File: src/rtl/proc_pkg.sv
// Shared datapath definitions: immediate extension modes, prefix FSM states, default widths.
package proc_pkg;

  localparam int IN_W_DEF  = 6;
  localparam int OUT_W_DEF = 16;

  typedef enum logic [1:0] {
    IMM_SEXT = 2'b00,
    IMM_ZEXT = 2'b01,
    IMM_ZSHR = 2'b10,
    IMM_SSHR = 2'b11
  } imm_mode_e;

  typedef enum logic {
    ST_IDLE  = 1'b0,
    ST_ARMED = 1'b1
  } pfx_state_e;

endpackage

File: src/rtl/imm_ext_comb.sv
// Pure combinational extend/shift of a SRC_W-bit value to OUT_W bits.
// With SRC_W == OUT_W the extension is a pass-through and only the shift modes act.
module imm_ext_comb
  import proc_pkg::*;
#(
  parameter int SRC_W = IN_W_DEF,
  parameter int OUT_W = OUT_W_DEF
) (
  input  logic [SRC_W-1:0] src_i,
  input  imm_mode_e        mode_i,
  output logic [OUT_W-1:0] res_o
);

  logic [OUT_W-1:0] zx;
  logic [OUT_W-1:0] sx;

  assign zx = OUT_W'(src_i);
  assign sx = OUT_W'($signed(src_i));

  always_comb begin
    res_o = zx;
    unique case (mode_i)
      IMM_SEXT: res_o = sx;
      IMM_ZEXT: res_o = zx;
      IMM_ZSHR: res_o = {1'b0, zx[OUT_W-1:1]};
      IMM_SSHR: res_o = {sx[OUT_W-1], sx[OUT_W-1:1]};
      default:  res_o = zx;
    endcase
  end

endmodule

File: src/rtl/imm_ext_unit.sv
// Registered immediate-extension stage with a prefix FSM that supplies upper operand bits.
// State table: IDLE | no prefix pending ; ARMED | pfx_q holds upper bits for next immediate
module imm_ext_unit
  import proc_pkg::*;
#(
  parameter int IN_W  = IN_W_DEF,
  parameter int OUT_W = OUT_W_DEF
) (
  input  logic                  clk,
  input  logic                  rst,
  input  logic                  in_valid,
  input  logic [IN_W-1:0]       in_imm,
  input  logic [1:0]            mode,
  input  logic                  pfx_load,
  input  logic [OUT_W-IN_W-1:0] pfx_data,
  input  logic                  stall,
  input  logic                  flush,
  output logic                  in_ready,
  output logic                  out_valid,
  output logic [OUT_W-1:0]      out_imm,
  output logic                  pfx_pending
);

  localparam int PFX_W = OUT_W - IN_W;

  pfx_state_e       state_q;
  logic [PFX_W-1:0] pfx_q;
  logic             out_valid_q;
  logic [OUT_W-1:0] out_imm_q;

  imm_mode_e        mode_e;
  logic [OUT_W-1:0] ext_idle;
  logic [OUT_W-1:0] ext_armed;
  logic [OUT_W-1:0] ext_d;
  logic             accept_imm;
  logic             accept_pfx;

  assign mode_e = imm_mode_e'(mode);

  imm_ext_comb #(.SRC_W(IN_W), .OUT_W(OUT_W)) u_ext_idle (
    .src_i  (in_imm),
    .mode_i (mode_e),
    .res_o  (ext_idle)
  );

  // Armed base is already full width, so only the shift modes change it.
  imm_ext_comb #(.SRC_W(OUT_W), .OUT_W(OUT_W)) u_ext_armed (
    .src_i  ({pfx_q, in_imm}),
    .mode_i (mode_e),
    .res_o  (ext_armed)
  );

  assign ext_d      = (state_q == ST_ARMED) ? ext_armed : ext_idle;
  assign accept_imm = in_valid & ~stall & ~flush;
  assign accept_pfx = pfx_load & ~stall & ~flush;

  always_ff @(posedge clk) begin
    if (rst) begin
      state_q     <= ST_IDLE;
      pfx_q       <= '0;
      out_valid_q <= 1'b0;
      out_imm_q   <= '0;
    end else if (flush) begin
      state_q     <= ST_IDLE;
      out_valid_q <= 1'b0;
    end else if (!stall) begin
      out_valid_q <= accept_imm;
      if (accept_imm) begin
        out_imm_q <= ext_d;
      end
      // A same-cycle prefix arms after the immediate has used the old prefix.
      if (accept_pfx) begin
        pfx_q   <= pfx_data;
        state_q <= ST_ARMED;
      end else if (accept_imm) begin
        state_q <= ST_IDLE;
      end
    end
  end

  assign in_ready    = ~stall;
  assign out_valid   = out_valid_q;
  assign out_imm     = out_imm_q;
  assign pfx_pending = (state_q == ST_ARMED);

endmodule

File: config.mk
export PLATFORM = sky130hd
export DESIGN_NAME = imm_ext_unit
export DESIGN_NICKNAME = d
export VERILOG_FILES = /design/src/rtl/proc_pkg.sv /design/src/rtl/imm_ext_comb.sv /design/src/rtl/imm_ext_unit.sv
export SDC_FILE = /design/constraint.sdc
export NUM_CORES = 1
export LEC_CHECK = 0
export ABC_AREA = 1
export ABC_CLOCK_PERIOD_IN_PS = 2000
export CORE_UTILIZATION = 49
export CTS_BUF_LIST = sky130_fd_sc_hd__clkbuf_8 sky130_fd_sc_hd__clkbuf_16
export DETAILED_ROUTE_END_ITERATION = 8
export GPL_TIMING_DRIVEN = 1
export PLACE_DENSITY = 0.83
export SETUP_SLACK_MARGIN = 0.1
export SLEW_MARGIN = 5
export SYNTH_ARGS = -nofsm -noshare
export SYNTH_HDL_FRONTEND = slang
export SYNTH_SLANG_ARGS = --single-unit
export TNS_END_PERCENT = 5
File: constraint.sdc
create_clock -name clk -period 2 [get_ports clk]
set_input_delay 0.4 -clock clk [delete_from_list [all_inputs] [get_ports clk]]
set_output_delay 0.4 -clock clk [all_outputs]
set_load 0.01 [all_outputs]
### Word level (Yosys, flattened, before mapping)

Cells that the tools add are included.

* equality and inequality tests: 3
* mux-type cells: 5
* bitwise operators: 6
* reductions and logical operators: 7

Operators with widths (number)
* 16-bit one-hot mux with 4 select lines: 1
* 16-bit one-hot mux with 3 select lines: 1
* 16-bit 2-to-1 mux: 1
* 3-bit AND reduction: 2
* 1-bit AND: 4
* 2-bit == test, second input constant: 2
* 2-bit OR reduction: 2
* 2-bit by 1-bit == test with 1-bit output, second input constant: 1
* 2-bit logical NOT: 1
* 1-bit 2-to-1 mux: 2
* 1-bit inverter: 2
* 2-bit AND reduction: 1
* 2-bit nonzero test: 1

* register bits after elaboration: 28
* word-level logic and storage cells: 25

### Logic depth before layout (Yosys ltp)

* word-level depth: 5
* gate-level depth with buffers: 8
* gate-level depth less buffers: 6

### By module

From an unflattened synthesis, not the netlist that was laid out.

* cell total of the unflattened synthesis: 290
* area, all modules: 1785.5 um^2

By module, submodules not included
* imm_ext_unit: times used 1, cells an instance 207, area an instance 1331.3 um^2
* imm_ext_comb at u_ext_armed: times used 1, cells an instance 52, area an instance 285.3 um^2
* imm_ext_comb at u_ext_idle: times used 1, cells an instance 31, area an instance 168.9 um^2

### Least setup slack after synthesis

Ideal clock, no wire load.

* path kind: input to register
* from: in mode[1]
* to: reg out_imm_q[12] (netlist: out_imm[12])
* library setup time: 109 ps
* arrival time: 991 ps
* required time: 1891 ps
* slack: 900 ps
* stages: 8
* buffers on the path: 2
* path through: buf_4 -> inv_4 -> buf_6 -> nand2_1 -> nand3_1 -> nand3_1 -> nand2_1 -> inv_1

* longest elaborated chain between the ends: 4

Ends and longest elaborated chain
* start: declaration: line imm_ext_unit.sv:13 `input logic [1:0] mode,`
* 2-bit by 1-bit == test with 1-bit output or 2-bit logical NOT (tied branches): line imm_ext_comb.sv:22 `unique case (mode_i)`
* 2-bit OR reduction (no line)
* 16-bit one-hot mux with 3 select lines: line imm_ext_comb.sv:22
* 16-bit 2-to-1 mux *: line imm_ext_unit.sv:53 `assign ext_d = (state_q == ST_ARMED) ? ext_armed : ext_idle;`
* end signal: assignment: line imm_ext_unit.sv:69 `out_imm_q <= ext_d;`
* end: declaration: line imm_ext_unit.sv:29 `logic [OUT_W-1:0] out_imm_q;`

Every way passes the cells marked *; elsewhere a longest branch is shown, timed or not.
A chain may end at the register's enable or synchronous reset.

### Worst setup path after layout

* from: in stall
* to: out in_ready

* longest elaborated chain between the ends: 1

Ends and longest elaborated chain
* start: declaration: line imm_ext_unit.sv:16 `input logic stall,`
* 1-bit inverter (no line)
* end: declaration: line imm_ext_unit.sv:18 `output logic in_ready,`

Every way passes these cells.

==> summary by stage <==
Status
The run finished with clean final reports.

Timing
At the pin with the least slew margin, the transition time is 0.401 ns. Setup slack on the critical path of the routed design comes to 0.205 ns. The final-report setup violation count is 0. The max-slew violation count was 0. Subtracting the final worst setup slack from the clock period gives 1.80 ns.

Static timing analysis puts the maximum clock frequency at 557 MHz. Setup repair after global routing left no endpoint under its margin. The worst clock skew on the final layout is 0.00836 ns. The relative slew slack is 73.1%. The number of endpoints with negative hold slack in the final report is 0. Dividing the final minimum period by the clock period gives 89.8%. The total negative setup slack is 0 ns.

Setup path
In this design, the critical path's most frequently occurring cell is clkdlybuf4s50_1. The critical path's top delay family is buffers and inverters. The category of the critical setup timing path is input port to output port. Traced cell by cell, the critical path runs through clkdlybuf4s50_1 -> inv_1 -> clkdlybuf4s50_1. The maximum fanout along the worst path is 2. Together, buffers and inverters on the worst path number 3. The arrival time at the worst endpoint is 1.40 ns. The worst register-to-register path begins at pfx_pending.

The type of origin of the critical path is an input port. The critical path starts at stall. On the worst path, the slowest cell contributes a delay of 0.52 ns. The slowest stage of the critical path is the clkdlybuf4s50_1 cell. STA puts the critical path data required time at 1.60 ns.

The worst setup path is captured at an output port.

Detailed routing
The remaining number of nets flagged by the antenna check after routing is 0. The detail-routed net length per standard cell is 9.97 um. The sum of routed wire length over all layers is 2730 um.

The detailed router finished its first iteration with 25 violations. The number of detailed-route iterations in the first pass is 4. The number of vias per cell after detailed routing is 4.82. Summing over every cut layer, the via total after detailed routing is 1322. The post-detailed-route DRC marker count is 0.

Global route
The total global routing overflow is 0. Entering global routing, the biggest net connects 22 pins. The first global-routing pass estimated 4840 um of wire. The number of global-route vias before repair is 1172. In the global route stage, met2 resource usage came out at 31.3%.

For met3 alone, demand over resource in global routing was 3.51%. In the global route stage, met1 resource usage came out at 25.2%. The global routing stage identified its most utilized layer as met2. The initial antenna violation count is 0. Across every metal layer, demand over resource in global routing totals 19.1%.

Yosys
The portion of the post-synthesis area used by sequential elements is 40.0%. The number of distinct library cell variants in the gate-level netlist after synthesis is 24. The area of the mapped netlist is 1400 um^2.

A synthesized cell averages 6.90 um^2. Synthesis produced a netlist whose cell count is 203. The number of register bits inferred by synthesis is 28.

The Yosys step of the flow raised 0 warnings. The net count after synthesis is 227.

Floorplanning
The I/O pin total is 43. The count of standard-cell rows is 19. The core region is 2730 um^2. The die extent in y is 55.5 um. Once the floorplan was initialized, standard cells occupied 51.2% of the core. The die footprint is 3080 um^2. The die outline width is 55.5 um.

Clocking
The TritonCTS buffer count is 3. The tree is rooted in a clkbuf_8. After clock tree synthesis, the clock-pin slew on the worst setup and hold paths is 0.09 ns.

Clock latency on the worst-skew pair, taken at its later pin, is 0.28 ns. Once the clock tree was built, the resizer swapped 0 gates to a different size. The number of hold buffers added after cts is 0. The maximum clock path buffer count is 2. The count of H-tree levels built during CTS is 1. For this design, the sink count on the clock tree is 28. The CTS tree is built.

The number of buffers added for setup after CTS is 0.

Hold path
The startpoint of the worst hold path is out_valid. The path class of the tightest hold or removal check is flop to flop.

Cells and area
The final net count is 268. The library cells used most frequently in the layout, excluding fill and tap cells, are 50 x nand2_1, 42 x clkdlybuf4s50_1, 33 x inv_1, 28 x dfxtp_1. The antenna diode count is 0. Leaving out fill and tap cells, the most frequent cell in the layout is nand2_1. The post-route netlist has 8.64% of its cells at a drive strength greater than 1.

Compared with the post-synthesis result, the final layout area differs by 32.4%.

Pwr
IR analysis of the VDD net gives a maximum drop of 480 uV. The areal power density over the cells is 629 nW/um^2. The static leakage power is 0.000826 uW.

Placed design
At the end of routability-driven placement, the weighted congestion stood at 0.842. The half-perimeter wire length after placement is 2000 um. In this run the tool buffered the top-level ports with 42 buffer cells. The worst setup slack after placement is 0.197 ns.

Flow run
The number of max-capacitance violations reported is 0.
-- metal layers --
metal  wire, um  vias up
met5          0        -
met4         47        0
met3        126        6
met2       1190       37
met1       1360      568
li1           -      711
-- worst reg2reg max path, delay by kind of cell, from the launching register on --
kind / cells / cell delay, ns
and+or+nand+nor: 4 / 0.57
buffers and inverters: 2 / 0.21
DFF: 1 / 0.33
-- cells in the mapped netlist (all sizes together) --
master / count / area share, %
inv: 35 / 10
nor2: 16 / 4.8
nand3: 19 / 7.1
o21ai: 18 / 6.7
clkinv: 1 / 0.27
or2: 1 / 0.45
a21oi: 22 / 8.9
nand2: 53 / 15
buf: 8 / 5.2
clkbuf: 2 / 1.3
dfxtp: 28 / 40
-- registers in the layout, summed over array words and instances (netlist names) --
name	cells
out_valid	1
pfx_q	10
out_imm	16
pfx_pending	1
-- metrics by stage --
stage	area [um^2]	util, %	total power, uW	hold slack, ns	instances
6_report	1850	67.8	1170	0.463	274
5_1_grt	1850	67.8	1230	0.489	274
4_1_cts	1850	67.8	1170	0.464	274
3_5_place_dp	1800	65.8	827	0.451	270
3_3_place_gp	1800	65.8	824	0.445	270
2_1_floorplan	1400	-	733	0.444	203
-- area by class of cell --
type,count,area (um^2)
clock buffer,4,55.1
tap,31,38.8
multi-input combinational,129,604
timing repair buffer,46,450
fill,242,880
inverter,36,145
sequential,28,561
-- cells by family after synthesis --
logic type / after synthesis / synth area share (%)
buf+inv: 46 / 16.8
flops: 28 / 40.0
simple gates: 89 / 27.5
compound gates: 40 / 15.6
-- where the power goes --
group          internal, uW  switching, uW  total [uW]
Sequential              585           10.9         596
Clock                   176            175         352
Combinational           112            107         219
Total                   873            293        1170
-- worst paths after layout --
path                            slack (ns)  cells past startpoint          to
worst max-delay path                  0.20                      3    in_ready
worst min-delay path                  0.46                      2   out_valid
worst min register to register        0.46                      2   out_valid
worst max register to register        0.83                      6  out_imm[7]
Note: power is estimated with default switching activity, not from simulation.
